===== src/rtl/bf_pkg.sv =====
// bf_pkg: shared definitions for the bf_core Brainfuck execution core.
//   - ASCII opcode values
//   - core FSM state encoding
//   - fault cause codes (why the core ended up in FAULT)
package bf_pkg;

  localparam logic [7:0] OP_INC   = 8'h2B; // +
  localparam logic [7:0] OP_DEC   = 8'h2D; // -
  localparam logic [7:0] OP_RIGHT = 8'h3E; // >
  localparam logic [7:0] OP_LEFT  = 8'h3C; // <
  localparam logic [7:0] OP_OUT   = 8'h2E; // .
  localparam logic [7:0] OP_IN    = 8'h2C; // ,
  localparam logic [7:0] OP_LOOP  = 8'h5B; // [
  localparam logic [7:0] OP_END   = 8'h5D; // ]
  localparam logic [7:0] OP_HALT  = 8'h00;

  typedef enum logic [3:0] {
    RESET_LOAD,
    FETCH,
    EXEC,
    LOAD,
    SKIP,
    SCAN_BACK,
    IN_WAIT,
    OUT_WAIT,
    HALT,
    FAULT
  } bf_state_e;

  typedef enum logic [2:0] {
    FC_NONE,
    FC_OVERFLOW,   // '[' push with the return stack full
    FC_UNDERFLOW,  // ']' with the return stack empty
    FC_SKIP_EOF,   // 0x00 reached while skipping forward
    FC_SCAN_BOF    // backward scan walked past address 0
  } bf_fault_e;

endpackage


===== src/rtl/bf_loop_stack.sv =====
// bf_loop_stack: LIFO of loop return addresses ('[' positions).
// Ports:
//   clk, rst      clock, synchronous active-high reset (empties the stack)
//   push_i, din_i push din_i (ignored when full)
//   pop_i         drop the top entry (ignored when empty)
//   top_o         current top entry (undefined while empty)
//   full_o        DEPTH entries held
//   empty_o       no entries held
module bf_loop_stack #(
  parameter int DEPTH = 16,
  parameter int W     = 16
) (
  input  logic         clk,
  input  logic         rst,
  input  logic         push_i,
  input  logic         pop_i,
  input  logic [W-1:0] din_i,
  output logic [W-1:0] top_o,
  output logic         full_o,
  output logic         empty_o
);

  localparam int CW = $clog2(DEPTH + 1);
  localparam int IW = (DEPTH > 1) ? $clog2(DEPTH) : 1;

  logic [W-1:0]  mem_q [DEPTH];
  logic [CW-1:0] cnt_q;
  logic [CW-1:0] top_idx;

  assign top_idx = cnt_q - 1'b1;
  assign top_o   = mem_q[top_idx[IW-1:0]];
  assign full_o  = (cnt_q == CW'(DEPTH));
  assign empty_o = (cnt_q == '0);

  always_ff @(posedge clk) begin
    if (rst) begin
      cnt_q <= '0;
    end else if (push_i && !full_o) begin
      mem_q[cnt_q[IW-1:0]] <= din_i;
      cnt_q                <= cnt_q + 1'b1;
    end else if (pop_i && !empty_o) begin
      cnt_q <= cnt_q - 1'b1;
    end
  end

endmodule


===== src/rtl/bf_core.sv =====
// bf_core: Brainfuck execution core with separate instruction and data ports
// and valid/ready byte streams for '.' and ','.
//
// Build option: BF_LOOP_STACK_EN
//   defined   - ']' jumps back in one cycle through bf_loop_stack; stack
//               overflow/underflow are faults.
//   undefined - no stack; a taken ']' walks pc backwards (SCAN_BACK) to the
//               matching '['; walking past address 0 is a fault.
//
// Ports:
//   clk, rst              clock, synchronous active-high reset
//   ix_addr / ix_data     instruction fetch (data one cycle after address)
//   dt_addr / dt_rdata    data read (data one cycle after address)
//   dt_we / dt_wdata      data write-through of the cached cell
//   in_*                  input byte stream (core is the sink)
//   out_*                 output byte stream (core is the source)
//   pcout, dcout          debug copies of pc and dc
//   halted, error         stopped / stopped because of a fault
module bf_core
  import bf_pkg::*;
#(
  parameter int                DATA_W      = 8,
  parameter int                ADDR_W      = 16,
  parameter int                STACK_DEPTH = 16,
  parameter logic [ADDR_W-1:0] DC_BASE     = ADDR_W'(16'h0100)
) (
  input  logic              clk,
  input  logic              rst,
  output logic [ADDR_W-1:0] ix_addr,
  input  logic [7:0]        ix_data,
  output logic [ADDR_W-1:0] dt_addr,
  output logic              dt_we,
  output logic [DATA_W-1:0] dt_wdata,
  input  logic [DATA_W-1:0] dt_rdata,
  input  logic [DATA_W-1:0] in_data,
  input  logic              in_valid,
  output logic              in_ready,
  output logic [DATA_W-1:0] out_data,
  output logic              out_valid,
  input  logic              out_ready,
  output logic [ADDR_W-1:0] pcout,
  output logic [ADDR_W-1:0] dcout,
  output logic              halted,
  output logic              error
);

  localparam logic [ADDR_W-1:0] A_ONE = ADDR_W'(1);
  localparam logic [DATA_W-1:0] D_ONE = DATA_W'(1);

  bf_state_e         state_q, state_d;
  logic [ADDR_W-1:0] pc_q, pc_d;
  logic [ADDR_W-1:0] dc_q, dc_d;
  logic [DATA_W-1:0] dt_q, dt_d;
  logic [ADDR_W-1:0] depth_q, depth_d;    // bracket nesting while skipping/scanning
  logic              ph_q, ph_d;          // SKIP/SCAN_BACK: 0 = address out, 1 = byte in
  logic              refill_q, refill_d;  // dt_rdata holds the new cell this FETCH
  logic              out_valid_q, out_valid_d;
  logic [DATA_W-1:0] out_data_q, out_data_d;
  logic [ADDR_W-1:0] pc_inc;
  logic              dt_zero;
  bf_fault_e         fault;

`ifdef BF_LOOP_STACK_EN
  logic              st_push, st_pop, st_full, st_empty;
  logic [ADDR_W-1:0] st_top;

  bf_loop_stack #(
    .DEPTH (STACK_DEPTH),
    .W     (ADDR_W)
  ) u_stack (
    .clk     (clk),
    .rst     (rst),
    .push_i  (st_push),
    .pop_i   (st_pop),
    .din_i   (pc_q),
    .top_o   (st_top),
    .full_o  (st_full),
    .empty_o (st_empty)
  );
`else
  // Address of the ']' that started a backward scan; pc is restored to it
  // if the scan runs off the start of program memory.
  logic [ADDR_W-1:0] ret_q, ret_d;
`endif

  assign pc_inc  = pc_q + A_ONE;
  assign dt_zero = (dt_q == '0);

  always_comb begin
    state_d     = state_q;
    pc_d        = pc_q;
    dc_d        = dc_q;
    dt_d        = dt_q;
    depth_d     = depth_q;
    ph_d        = ph_q;
    refill_d    = refill_q;
    out_valid_d = out_valid_q;
    out_data_d  = out_data_q;
    dt_we       = 1'b0;
    dt_wdata    = dt_q;
    fault       = FC_NONE;
`ifdef BF_LOOP_STACK_EN
    st_push     = 1'b0;
    st_pop      = 1'b0;
`else
    ret_d       = ret_q;
`endif

    case (state_q)
      // The read of DC_BASE issued here (and in LOAD) returns during the
      // following FETCH, which is where dt picks it up.
      RESET_LOAD: begin
        refill_d = 1'b1;
        state_d  = FETCH;
      end

      FETCH: begin
        if (refill_q) dt_d = dt_rdata;
        refill_d = 1'b0;
        state_d  = EXEC;
      end

      EXEC: begin
        state_d = FETCH;
        pc_d    = pc_inc;
        case (ix_data)
          OP_INC: begin
            dt_d     = dt_q + D_ONE;
            dt_we    = 1'b1;
            dt_wdata = dt_q + D_ONE;
          end
          OP_DEC: begin
            dt_d     = dt_q - D_ONE;
            dt_we    = 1'b1;
            dt_wdata = dt_q - D_ONE;
          end
          OP_RIGHT: begin
            dc_d    = dc_q + A_ONE;
            state_d = LOAD;
          end
          OP_LEFT: begin
            dc_d    = dc_q - A_ONE;
            state_d = LOAD;
          end
          OP_OUT: begin
            out_valid_d = 1'b1;
            out_data_d  = dt_q;
            state_d     = OUT_WAIT;
          end
          OP_IN: state_d = IN_WAIT;
          OP_LOOP: begin
            if (dt_zero) begin
              depth_d = A_ONE;
              ph_d    = 1'b0;
              state_d = SKIP;
            end else begin
`ifdef BF_LOOP_STACK_EN
              if (st_full) begin
                pc_d  = pc_q;
                fault = FC_OVERFLOW;
              end else begin
                st_push = 1'b1;
              end
`endif
            end
          end
          OP_END: begin
`ifdef BF_LOOP_STACK_EN
            if (st_empty) begin
              pc_d  = pc_q;
              fault = FC_UNDERFLOW;
            end else if (!dt_zero) begin
              pc_d = st_top + A_ONE;
            end else begin
              st_pop = 1'b1;
            end
`else
            if (!dt_zero) begin
              if (pc_q == '0) begin
                pc_d  = pc_q;
                fault = FC_SCAN_BOF;
              end else begin
                ret_d   = pc_q;
                pc_d    = pc_q - A_ONE;
                depth_d = A_ONE;
                ph_d    = 1'b0;
                state_d = SCAN_BACK;
              end
            end
`endif
          end
          OP_HALT: begin
            pc_d    = pc_q;
            state_d = HALT;
          end
          default: ;
        endcase
      end

      LOAD: begin
        refill_d = 1'b1;
        state_d  = FETCH;
      end

      SKIP: begin
        if (!ph_q) begin
          ph_d = 1'b1;
        end else begin
          ph_d = 1'b0;
          pc_d = pc_inc;
          case (ix_data)
            OP_LOOP: depth_d = depth_q + A_ONE;
            OP_END: begin
              depth_d = depth_q - A_ONE;
              if (depth_q == A_ONE) state_d = FETCH;
            end
            OP_HALT: begin
              pc_d  = pc_q;
              fault = FC_SKIP_EOF;
            end
            default: ;
          endcase
        end
      end

`ifndef BF_LOOP_STACK_EN
      SCAN_BACK: begin
        if (!ph_q) begin
          ph_d = 1'b1;
        end else begin
          ph_d = 1'b0;
          if (ix_data == OP_LOOP && depth_q == A_ONE) begin
            // Matching '[' found: resume just after it, as a stack jump would.
            depth_d = '0;
            pc_d    = pc_inc;
            state_d = FETCH;
          end else begin
            if (ix_data == OP_LOOP) depth_d = depth_q - A_ONE;
            if (ix_data == OP_END)  depth_d = depth_q + A_ONE;
            if (pc_q == '0) begin
              pc_d  = ret_q;
              fault = FC_SCAN_BOF;
            end else begin
              pc_d = pc_q - A_ONE;
            end
          end
        end
      end
`endif

      IN_WAIT: begin
        if (in_valid) begin
          dt_d     = in_data;
          dt_we    = 1'b1;
          dt_wdata = in_data;
          state_d  = FETCH;
        end
      end

      OUT_WAIT: begin
        if (out_ready) begin
          out_valid_d = 1'b0;
          state_d     = FETCH;
        end
      end

      default: ; // HALT, FAULT hold until reset
    endcase

    if (fault != FC_NONE) state_d = FAULT;
  end

  always_ff @(posedge clk) begin
    if (rst) begin
      state_q     <= RESET_LOAD;
      pc_q        <= '0;
      dc_q        <= DC_BASE;
      dt_q        <= '0;
      depth_q     <= '0;
      ph_q        <= 1'b0;
      refill_q    <= 1'b0;
      out_valid_q <= 1'b0;
      out_data_q  <= '0;
`ifndef BF_LOOP_STACK_EN
      ret_q       <= '0;
`endif
    end else begin
      state_q     <= state_d;
      pc_q        <= pc_d;
      dc_q        <= dc_d;
      dt_q        <= dt_d;
      depth_q     <= depth_d;
      ph_q        <= ph_d;
      refill_q    <= refill_d;
      out_valid_q <= out_valid_d;
      out_data_q  <= out_data_d;
`ifndef BF_LOOP_STACK_EN
      ret_q       <= ret_d;
`endif
    end
  end

  assign ix_addr   = pc_q;
  assign dt_addr   = dc_q;
  assign in_ready  = (state_q == IN_WAIT);
  assign out_valid = out_valid_q;
  assign out_data  = out_data_q;
  assign pcout     = pc_q;
  assign dcout     = dc_q;
  assign halted    = (state_q == HALT) || (state_q == FAULT);
  assign error     = (state_q == FAULT);

endmodule


===== config.mk =====
export PLATFORM = sky130hd
export DESIGN_NAME = bf_core
export DESIGN_NICKNAME = d
export VERILOG_FILES = /design/src/rtl/bf_pkg.sv /design/src/rtl/bf_loop_stack.sv /design/src/rtl/bf_core.sv
export SDC_FILE = /design/constraint.sdc
export NUM_CORES = 1
export LEC_CHECK = 0
export BUFFER_PORTS_ARGS = -buffer_cell sky130_fd_sc_hd__buf_4
export CAP_MARGIN = 10
export CORE_MARGIN = 2
export CORE_UTILIZATION = 61
export CTS_CLUSTER_SIZE = 30
export DETAILED_ROUTE_END_ITERATION = 7
export PLACE_DENSITY = 0.84
export SETUP_SLACK_MARGIN = 0.5
export SLEW_MARGIN = 20
export SYNTH_ARGS = -nofsm -noshare
export SYNTH_HDL_FRONTEND = slang
export SYNTH_SLANG_ARGS = --single-unit

===== constraint.sdc =====
create_clock -name clk -period 5.2 [get_ports clk]
set_input_delay 0.26 -clock clk [delete_from_list [all_inputs] [get_ports clk]]
set_output_delay 0.26 -clock clk [all_outputs]
set_load 0.01 [all_outputs]

==> run_summary.xml, run 1 <==
<?xml version="1.0" encoding="UTF-8"?>
<metrics>
  <group name="floorplan">
    <metric name="design.die.area" unit="µm²">12200</metric>
    <metric name="chipHeight" unit="µm">110</metric>
    <metric name="placementRows" unit="">38</metric>
    <metric name="core" unit="µm²">10900</metric>
    <metric name="io_pins" unit="">113</metric>
    <metric name="start_util" unit="">0.631</metric>
    <metric name="die_x" unit="µm">110</metric>
  </group>
  <group name="global_route">
    <metric name="grt.total_usage" unit="">0.297</metric>
    <metric name="maximum_number_of_pins_on_one_net_before_global_route_repair" unit="">95</metric>
    <metric name="grt_first_pass_wirelength" unit="µm">29000</metric>
    <metric name="total_congestion_overflow" unit="">0</metric>
    <metric name="initial_antenna_violation_count" unit="">0</metric>
    <metric name="first_global_vias" unit="">6119</metric>
  </group>
  <group name="synth">
    <metric name="synth_simple_gate_area_share" unit="">0.274</metric>
    <metric name="synth_compound_gate_area_share" unit="">0.220</metric>
    <metric name="post_synth_xor_area_fraction" unit="">0.0609</metric>
    <metric name="yosysTopAreaCell" unit="">sky130_fd_sc_hd__dfxtp_1</metric>
    <metric name="synth.top_cell.area_share" unit="">0.252</metric>
    <metric name="yosys.cell_count.top_type" unit="">sky130_fd_sc_hd__nor2_1</metric>
    <metric name="synth_top_family_by_area" unit="">simple AND/OR/NAND/NOR gates</metric>
    <metric name="syn_inst" unit="">922</metric>
    <metric name="post_synth_mux_area_share" unit="">0.0526</metric>
    <metric name="async_flop_share" unit="">0</metric>
    <metric name="synth_flop_cell" unit="">sky130_fd_sc_hd__dfxtp_1</metric>
    <metric name="post_synth_fa_ha_maj_area_fraction" unit="">0.0530</metric>
    <metric name="syn_area" unit="µm²">6900</metric>
    <metric name="ys_top_cells_by_area" unit="">sky130_fd_sc_hd__dfxtp_1, sky130_fd_sc_hd__nor2_1, sky130_fd_sc_hd__nand2_1</metric>
    <metric name="yosys-top-cells-count" unit="">sky130_fd_sc_hd__nor2_1, sky130_fd_sc_hd__nand2_1, sky130_fd_sc_hd__dfxtp_1</metric>
    <metric name="syn_avg_cell_area" unit="µm²">7.48</metric>
    <metric name="synth.distinct_cells" unit="">76</metric>
    <metric name="flops_latches_synth" unit="">87</metric>
    <metric name="syn_nets" unit="">978</metric>
    <metric name="ys_seq_area_frac" unit="">0.252</metric>
    <metric name="number_of_flops_mapped_to_enable_cells_by_yosys" unit="">0</metric>
    <metric name="synth-warning-count" unit="">0</metric>
  </group>
  <group name="drt">
    <metric name="initialDrtViolationCount" unit="">489</metric>
    <metric name="routed_wl" unit="µm">17900</metric>
    <metric name="drc_errors" unit="">0</metric>
    <metric name="detailedRoute.firstPassIterationCount" unit="">5</metric>
    <metric name="vias_per_cell" unit="">6.22</metric>
    <metric name="residual_antenna_violating_net_count_after_detailed_routing" unit="">0</metric>
    <metric name="detail_route.wl_per_cell" unit="µm">16.3</metric>
    <metric name="detailroute.via_count" unit="">6820</metric>
  </group>
  <group name="worst_setup_path">
    <metric name="cp_data_arrival_time" unit="ns">3.68</metric>
    <metric name="rr_startpoint" unit="">state_q[0]$_SDFFE_PP0P_</metric>
    <metric name="critical_path_class" unit="">in -&gt; out</metric>
    <metric name="setup.worst_path.end_class" unit="">primary output</metric>
    <metric name="path_buf_inv" unit="">2</metric>
    <metric name="critical_path.cell_chain" unit="">buf_4, nor3_1, nand2_1, nor2_1, ha_1, a21o_1, a21oi_1, o21ai_0, o41ai_1, mux2_2, o311ai_0, o311a_1, nand2_1, buf_4</metric>
    <metric name="reg2regPathDepth" unit="">6</metric>
    <metric name="cp-start-kind" unit="">input pin</metric>
    <metric name="worst_path_largest_cell_delay" unit="ns">0.48</metric>
    <metric name="critical_path.top_delay_family" unit="">compound AO/OA/AOI/OAI gates</metric>
    <metric name="cpMaxStageDelayCell" unit="">sky130_fd_sc_hd__nor2_1</metric>
    <metric name="worstSetupEndpoint" unit="">dt_wdata[7]</metric>
    <metric name="critPathLaunch" unit="">ix_data[4]</metric>
    <metric name="crit_path_depth" unit="">14</metric>
    <metric name="r2r_slack" unit="ns">2.05</metric>
    <metric name="critPathRequiredTime" unit="ns">4.94</metric>
    <metric name="cp_max_fo" unit="">7</metric>
    <metric name="timing.rr.end" unit="">out_data[1]$_SDFFE_PP0P_</metric>
  </group>
  <group name="power">
    <metric name="internal-power" unit="mW">1.26</metric>
    <metric name="total_leakage_power" unit="nW">3.23</metric>
    <metric name="comb_pwr_share" unit="">0.189</metric>
    <metric name="sw_frac_of_total" unit="">0.289</metric>
    <metric name="switching_power" unit="mW">0.513</metric>
    <metric name="power.total" unit="mW">1.78</metric>
    <metric name="power.sequential.fraction" unit="">0.406</metric>
    <metric name="clock_power_share" unit="">0.405</metric>
    <metric name="pwr_density_cell" unit="nW/µm²">230</metric>
    <metric name="ir_worst_vdd" unit="mV">0.266</metric>
  </group>
  <group name="final_layout">
    <metric name="stdcell_count" unit="">1096</metric>
    <metric name="post-route-cell-area" unit="µm²">7720</metric>
    <metric name="layout_cells_sized_above_1" unit="">0.166</metric>
    <metric name="layout-area-overhead-vs-synth" unit="%">12.0</metric>
    <metric name="num-nets-final" unit="">1007</metric>
    <metric name="antenna-diode-count" unit="">0</metric>
  </group>
  <group name="sta">
    <metric name="drv_slew" unit="">0</metric>
    <metric name="timing.final.hold_violations" unit="">0</metric>
    <metric name="final_min_period_over_clock_period" unit="">0.757</metric>
    <metric name="timing_worst_slew_pin_value" unit="ns">1.05</metric>
    <metric name="finalSetupViolCount" unit="">0</metric>
    <metric name="grt_setup_unrepaired" unit="">false</metric>
    <metric name="skew" unit="ns">0.00977</metric>
    <metric name="finalWorstPathRequiredPeriod" unit="ns">3.94</metric>
    <metric name="slew_headroom" unit="">0.299</metric>
    <metric name="finalWorstSetupSlack" unit="ns">1.26</metric>
    <metric name="finalSetupTns" unit="ns">0</metric>
    <metric name="clock.fmax" unit="MHz">254</metric>
  </group>
  <group name="cts">
    <metric name="cts_tree" unit="">yes</metric>
    <metric name="cts_repair_resize_count" unit="">0</metric>
    <metric name="hold_buffers" unit="">0</metric>
    <metric name="cts_post_setup_buffers_inserted" unit="">0</metric>
    <metric name="worstSkewPairLatency" unit="ns">0.35</metric>
    <metric name="worst_setup_hold_path_clk_slew" unit="ns">0.06</metric>
    <metric name="cts_max_path_buffers" unit="">2</metric>
    <metric name="cts-htree-levels" unit="">3</metric>
    <metric name="numClockSinks" unit="">87</metric>
    <metric name="root_buffer_master" unit="">sky130_fd_sc_hd__clkbuf_16</metric>
    <metric name="cts_buffers" unit="">9</metric>
  </group>
  <group name="placement">
    <metric name="postPlaceCellArea" unit="µm²">7390</metric>
    <metric name="post_place_cells" unit="">1080</metric>
    <metric name="place_hpwl" unit="µm">12200</metric>
    <metric name="place_congestion" unit="">0.965</metric>
    <metric name="numPortBuffers" unit="">112</metric>
    <metric name="preCtsSetupSlack" unit="ns">1.31</metric>
  </group>
  <group name="worst_hold_path">
    <metric name="hp-class" unit="">in -&gt; reg</metric>
  </group>
  <group name="flow_run">
    <metric name="cap_viol_max_count" unit="">0</metric>
  </group>
  <group name="run_status">
    <metric name="status" unit="">finished, final reports clean</metric>
  </group>
</metrics>
[layer usage]
layer	part of all wire	global-route usage	up-vias
met2	0.48	0.477	256
met5	0	0	-
met4	0.028	0.154	0
met3	0.064	0.0464	47
met1	0.43	0.386	3157
li1	-	-	3360
[layout make-up]
type                            instances  area, µm²
Clock inverter                          6       92.6
Sequential cell                        87       1740
Tap cell                              140        175
Timing Repair Buffer                  115        863
Inverter                               13       48.8
Clock buffer                           10        239
Multi-Input combinational cell        725       4560
Fill cell                             961       3210
[power groups by stage]
stage | Clock [mW] | Sequential [mW] | Combinational [mW]
after floorplan | 0 | 0.713 | 0.268
after global placement | 0 | 0.736 | 0.324
after detailed placement | 0 | 0.736 | 0.329
after CTS | 0.726 | 0.721 | 0.332
after global routing | 0.756 | 0.726 | 0.370
final | 0.720 | 0.722 | 0.335
[cell usage in the layout, fill, tap and decap left out, types with 7 or more instances in the layout]
| master | Yosys | routed |
|---|---|---|
| sky130_fd_sc_hd__a21o_1 | 8 | 8 |
| sky130_fd_sc_hd__nand2_1 | 96 | 96 |
| sky130_fd_sc_hd__nor3_1 | 49 | 49 |
| sky130_fd_sc_hd__xnor2_1 | 29 | 29 |
| sky130_fd_sc_hd__buf_4 | 36 | 115 |
| sky130_fd_sc_hd__a221oi_1 | 7 | 7 |
| sky130_fd_sc_hd__nand2b_1 | 9 | 9 |
| sky130_fd_sc_hd__a211oi_1 | 17 | 17 |
| sky130_fd_sc_hd__o211ai_1 | 11 | 11 |
| sky130_fd_sc_hd__nor2_1 | 118 | 118 |
| sky130_fd_sc_hd__nor4_1 | 12 | 12 |
| sky130_fd_sc_hd__nand3_1 | 32 | 32 |
| sky130_fd_sc_hd__a21oi_1 | 68 | 67 |
| sky130_fd_sc_hd__and3_1 | 8 | 8 |
| sky130_fd_sc_hd__clkbuf_16 | 0 | 9 |
| sky130_fd_sc_hd__o21ai_0 | 45 | 45 |
| sky130_fd_sc_hd__a311oi_1 | 9 | 9 |
| sky130_fd_sc_hd__nand4_1 | 11 | 11 |
| sky130_fd_sc_hd__xor2_1 | 19 | 19 |
| sky130_fd_sc_hd__dfxtp_1 | 87 | 87 |
| sky130_fd_sc_hd__inv_1 | 13 | 13 |
| sky130_fd_sc_hd__o22ai_1 | 8 | 8 |
| sky130_fd_sc_hd__ha_1 | 26 | 26 |
| sky130_fd_sc_hd__mux2i_1 | 34 | 34 |
[how the worst min path moves through the flow]
stage | from | end | cells after the start
2_1_floorplan | dt_rdata[7] | dt_q[7]$_SDFFE_PP0P_ | 2
3_3_place_gp | ret_q[0]$_SDFFE_PP0P_ | ix_addr[0]$_SDFFE_PP0P_ | 2
3_5_place_dp | ret_q[0]$_SDFFE_PP0P_ | ix_addr[0]$_SDFFE_PP0P_ | 2
4_1_cts | dt_rdata[4] | dt_q[4]$_SDFFE_PP0P_ | 3
5_1_grt | dt_rdata[4] | dt_q[4]$_SDFFE_PP0P_ | 3
6_report | dt_rdata[4] | dt_q[4]$_SDFFE_PP0P_ | 3
[worst reg2reg max path: stages, from the launching register on]
cell and delay [ns]:
sky130_fd_sc_hd__dfxtp_1 0.57, sky130_fd_sc_hd__nand2b_1 0.36, sky130_fd_sc_hd__or2_2 0.50, sky130_fd_sc_hd__nor2_1 0.44, sky130_fd_sc_hd__nand4_1 0.64, sky130_fd_sc_hd__mux2i_1 0.38
sky130_fd_sc_hd__nor2_1 0.08
[registers in the layout, indices dropped and copies added (netlist names), 4 cells and up]
name      cells
dcout        16
ret_q        16
ix_addr      16
depth_q      16
state_q       4
out_data      8
dt_q          8
[metrics by stage]
| step | hold slack [ns] | utilization |
|---|---|---|
| floorplan | 0.423 | - |
| global placement | 0.450 | 0.676 |
| detailed placement | 0.453 | 0.676 |
| CTS | 0.182 | 0.706 |
| global route | 0.195 | 0.706 |
| finish | 0.185 | 0.706 |
[logic make-up (layout without fill, tap and decap cells)]
logic type	count (synthesis)	count (layout)
simple gates	383	383
compound gates	230	230
buf+inv	110	144
flops	87	87
xor+xnor	48	48
mux	36	36
fa+ha+maj	28	28
(Power assumes the default switching activity.)
==> inputs of run 2 (changes only) <==
CORE_UTILIZATION = 58   (was 61)
PLACE_DENSITY = 0.81   (was 0.84)
clock period = 4.1 ns   (was 5.2 ns; I/O delays follow)
==> run_summary.xml, run 2 (same netlist as run 1, synthesis figures left out) <==
<?xml version="1.0" encoding="UTF-8"?>
<metrics>
  <group name="run_status">
    <metric name="status" unit="">finished, violations left</metric>
    <metric name="failed_checks" unit="">design-rule violations</metric>
  </group>
  <group name="global_route">
    <metric name="total_congestion_overflow" unit="">0</metric>
    <metric name="grt.total_usage" unit="">0.279</metric>
    <metric name="globalRouteMet3Util" unit="">0.0584</metric>
    <metric name="maximum_number_of_pins_on_one_net_before_global_route_repair" unit="">95</metric>
    <metric name="gr-usage-met2" unit="">0.462</metric>
    <metric name="initial_antenna_violation_count" unit="">0</metric>
    <metric name="busiest_layer" unit="">met2</metric>
    <metric name="grt_first_pass_wirelength" unit="µm">29700</metric>
    <metric name="globalRouteMet1Util" unit="">0.375</metric>
    <metric name="first_global_vias" unit="">5974</metric>
  </group>
  <group name="final_layout">
    <metric name="layout_cells_sized_above_1" unit="">0.174</metric>
    <metric name="final_cell_mix" unit="">sky130_fd_sc_hd__buf_4, sky130_fd_sc_hd__nor2_1, sky130_fd_sc_hd__nand2_1</metric>
    <metric name="layout-area-overhead-vs-synth" unit="%">12.7</metric>
    <metric name="most_common_library_cell_in_the_layout_ignoring_fill_and_taps" unit="">sky130_fd_sc_hd__buf_4</metric>
    <metric name="fin_util" unit="">0.675</metric>
    <metric name="antenna-diode-count" unit="">0</metric>
    <metric name="num-nets-final" unit="">1014</metric>
  </group>
  <group name="cts">
    <metric name="cts_buffers" unit="">9</metric>
    <metric name="root_buffer_master" unit="">sky130_fd_sc_hd__clkbuf_16</metric>
    <metric name="cts-htree-levels" unit="">3</metric>
    <metric name="worstSkewPairLatency" unit="ns">0.36</metric>
    <metric name="numClockSinks" unit="">87</metric>
    <metric name="cts_post_setup_buffers_inserted" unit="">0</metric>
    <metric name="cts_tree" unit="">yes</metric>
    <metric name="cts_max_path_buffers" unit="">2</metric>
    <metric name="worst_setup_hold_path_clk_slew" unit="ns">0.07</metric>
  </group>
  <group name="drt">
    <metric name="residual_antenna_violating_net_count_after_detailed_routing" unit="">0</metric>
    <metric name="drc_errors" unit="">8</metric>
    <metric name="initialDrtViolationCount" unit="">574</metric>
    <metric name="detailroute.via_count" unit="">6805</metric>
    <metric name="detailedRoute.firstPassIterationCount" unit="">7</metric>
    <metric name="detail_route.wl_per_cell" unit="µm">16.3</metric>
    <metric name="vias_per_cell" unit="">6.15</metric>
    <metric name="routed_wl" unit="µm">18000</metric>
  </group>
  <group name="sta">
    <metric name="finalSetupTns" unit="ns">0</metric>
    <metric name="finalSetupViolCount" unit="">0</metric>
    <metric name="clock.fmax" unit="MHz">295</metric>
    <metric name="final_min_period_over_clock_period" unit="">0.826</metric>
    <metric name="timing.final.hold_violations" unit="">0</metric>
    <metric name="finalWorstPathRequiredPeriod" unit="ns">3.39</metric>
    <metric name="skew" unit="ns">0.0103</metric>
    <metric name="grt_setup_unrepaired" unit="">false</metric>
    <metric name="drv_slew" unit="">0</metric>
    <metric name="timing_worst_slew_pin_value" unit="ns">0.968</metric>
    <metric name="slew_headroom" unit="">0.355</metric>
  </group>
  <group name="floorplan">
    <metric name="chipHeight" unit="µm">113</metric>
    <metric name="start_util" unit="">0.599</metric>
    <metric name="io_pins" unit="">113</metric>
    <metric name="die_x" unit="µm">113</metric>
    <metric name="placementRows" unit="">39</metric>
    <metric name="design.die.area" unit="µm²">12800</metric>
    <metric name="core" unit="µm²">11500</metric>
  </group>
  <group name="worst_setup_path">
    <metric name="critical_path.cell_chain" unit="">buf_4, nand4b_1, nor2_2, buf_4, ha_1, a21oi_1, o21ai_0, o41ai_1, mux2_2, o311ai_0, o311a_1, nand2_1, buf_4</metric>
    <metric name="cpMaxStageDelayCell" unit="">sky130_fd_sc_hd__mux2_2</metric>
    <metric name="worst_path_largest_cell_delay" unit="ns">0.40</metric>
    <metric name="critPathRequiredTime" unit="ns">3.89</metric>
    <metric name="critPathMostFrequentCell" unit="">sky130_fd_sc_hd__buf_4</metric>
    <metric name="cp_max_fo" unit="">9</metric>
    <metric name="critical_path_class" unit="">in -&gt; out</metric>
    <metric name="cp_data_arrival_time" unit="ns">3.18</metric>
    <metric name="cp-start-kind" unit="">input pin</metric>
    <metric name="path_buf_inv" unit="">3</metric>
    <metric name="critical_path.top_delay_family" unit="">compound AO/OA/AOI/OAI gates</metric>
    <metric name="setup.worst_path.end_class" unit="">primary output</metric>
  </group>
  <group name="power">
    <metric name="ir_worst_vdd" unit="mV">0.281</metric>
    <metric name="pwr_density_cell" unit="nW/µm²">286</metric>
    <metric name="total_leakage_power" unit="nW">3.26</metric>
  </group>
  <group name="placement">
    <metric name="numPortBuffers" unit="">112</metric>
    <metric name="place_hpwl" unit="µm">12300</metric>
    <metric name="place_congestion" unit="">0.918</metric>
  </group>
  <group name="flow_run">
    <metric name="cap_viol_max_count" unit="">0</metric>
  </group>
  <group name="worst_hold_path">
    <metric name="hp-class" unit="">in -&gt; reg</metric>
  </group>
</metrics>
## run 2: power by group
group	leakage, nW	internal [mW]	switching (mW)
Clock	0.156	0.511	0.368
Combinational	2.40	0.187	0.245
Sequential	0.704	0.864	0.0466
Total	3.26	1.56	0.660
## run 2: final cells by class
class / count / area [µm²]
sequential: 87 / 1740
multi-input combinational: 725 / 4570
clock inverter: 5 / 65.1
fill: 1005 / 3740
inverter: 13 / 48.8
tap: 143 / 179
clock buffer: 11 / 253
timing repair buffer: 122 / 916
## run 2: what timing repair did
item | in CTS | in global routing
hold buffers | 0 | 0
endpoints found under the setup margin | 0 | 1
gates resized for setup | 0 | 2
## run 2: per-layer routing
layer,vias up,share of wire
met5,-,0
met4,0,0.012
met3,17,0.073
met2,254,0.48
met1,3165,0.43
li1,3369,-
## run 2: worst reg2reg max path, cell delays in order (launching register included)
cell and delay (ns):
sky130_fd_sc_hd__dfxtp_1 0.49, sky130_fd_sc_hd__nor4_4 0.43, sky130_fd_sc_hd__nand3_2 0.26, sky130_fd_sc_hd__o21ai_0 0.25, sky130_fd_sc_hd__a221oi_1 0.13, sky130_fd_sc_hd__o211ai_1 0.77, sky130_fd_sc_hd__buf_4 0.29, sky130_fd_sc_hd__nor2_1 0.07
sky130_fd_sc_hd__a221oi_1 0.27, sky130_fd_sc_hd__nor3_1 0.08
## run 2: worst paths after layout
check,startpoint,end,slack (ns),cells after the start
setup / recovery,ix_data[1],dt_wdata[7],0.71,13
hold / removal,dt_rdata[4],dt_q[4]$_SDFFE_PP0P_,0.12,3
setup reg to reg,ix_addr[6]$_SDFFE_PP0P_,depth_q[5]$_SDFFE_PP0P_,0.92,9
hold reg to reg,ret_q[0]$_SDFFE_PP0P_,ix_addr[0]$_SDFFE_PP0P_,0.46,2
## run 2: through the flow
step | instances | total power, mW | hold WS (ns) | area (µm²) | setup slack [ns]
2_1_floorplan | 922 | 1.25 | 0.368 | 6900 | 1.00
6_report | 1106 | 2.22 | 0.120 | 7770 | 0.714
5_1_grt | 1106 | 2.32 | 0.123 | 7770 | 0.517
4_1_cts | 1106 | 2.23 | 0.120 | 7760 | 0.649
3_3_place_gp | 1090 | 1.35 | 0.448 | 7440 | 0.669
3_5_place_dp | 1090 | 1.35 | 0.452 | 7440 | 0.567
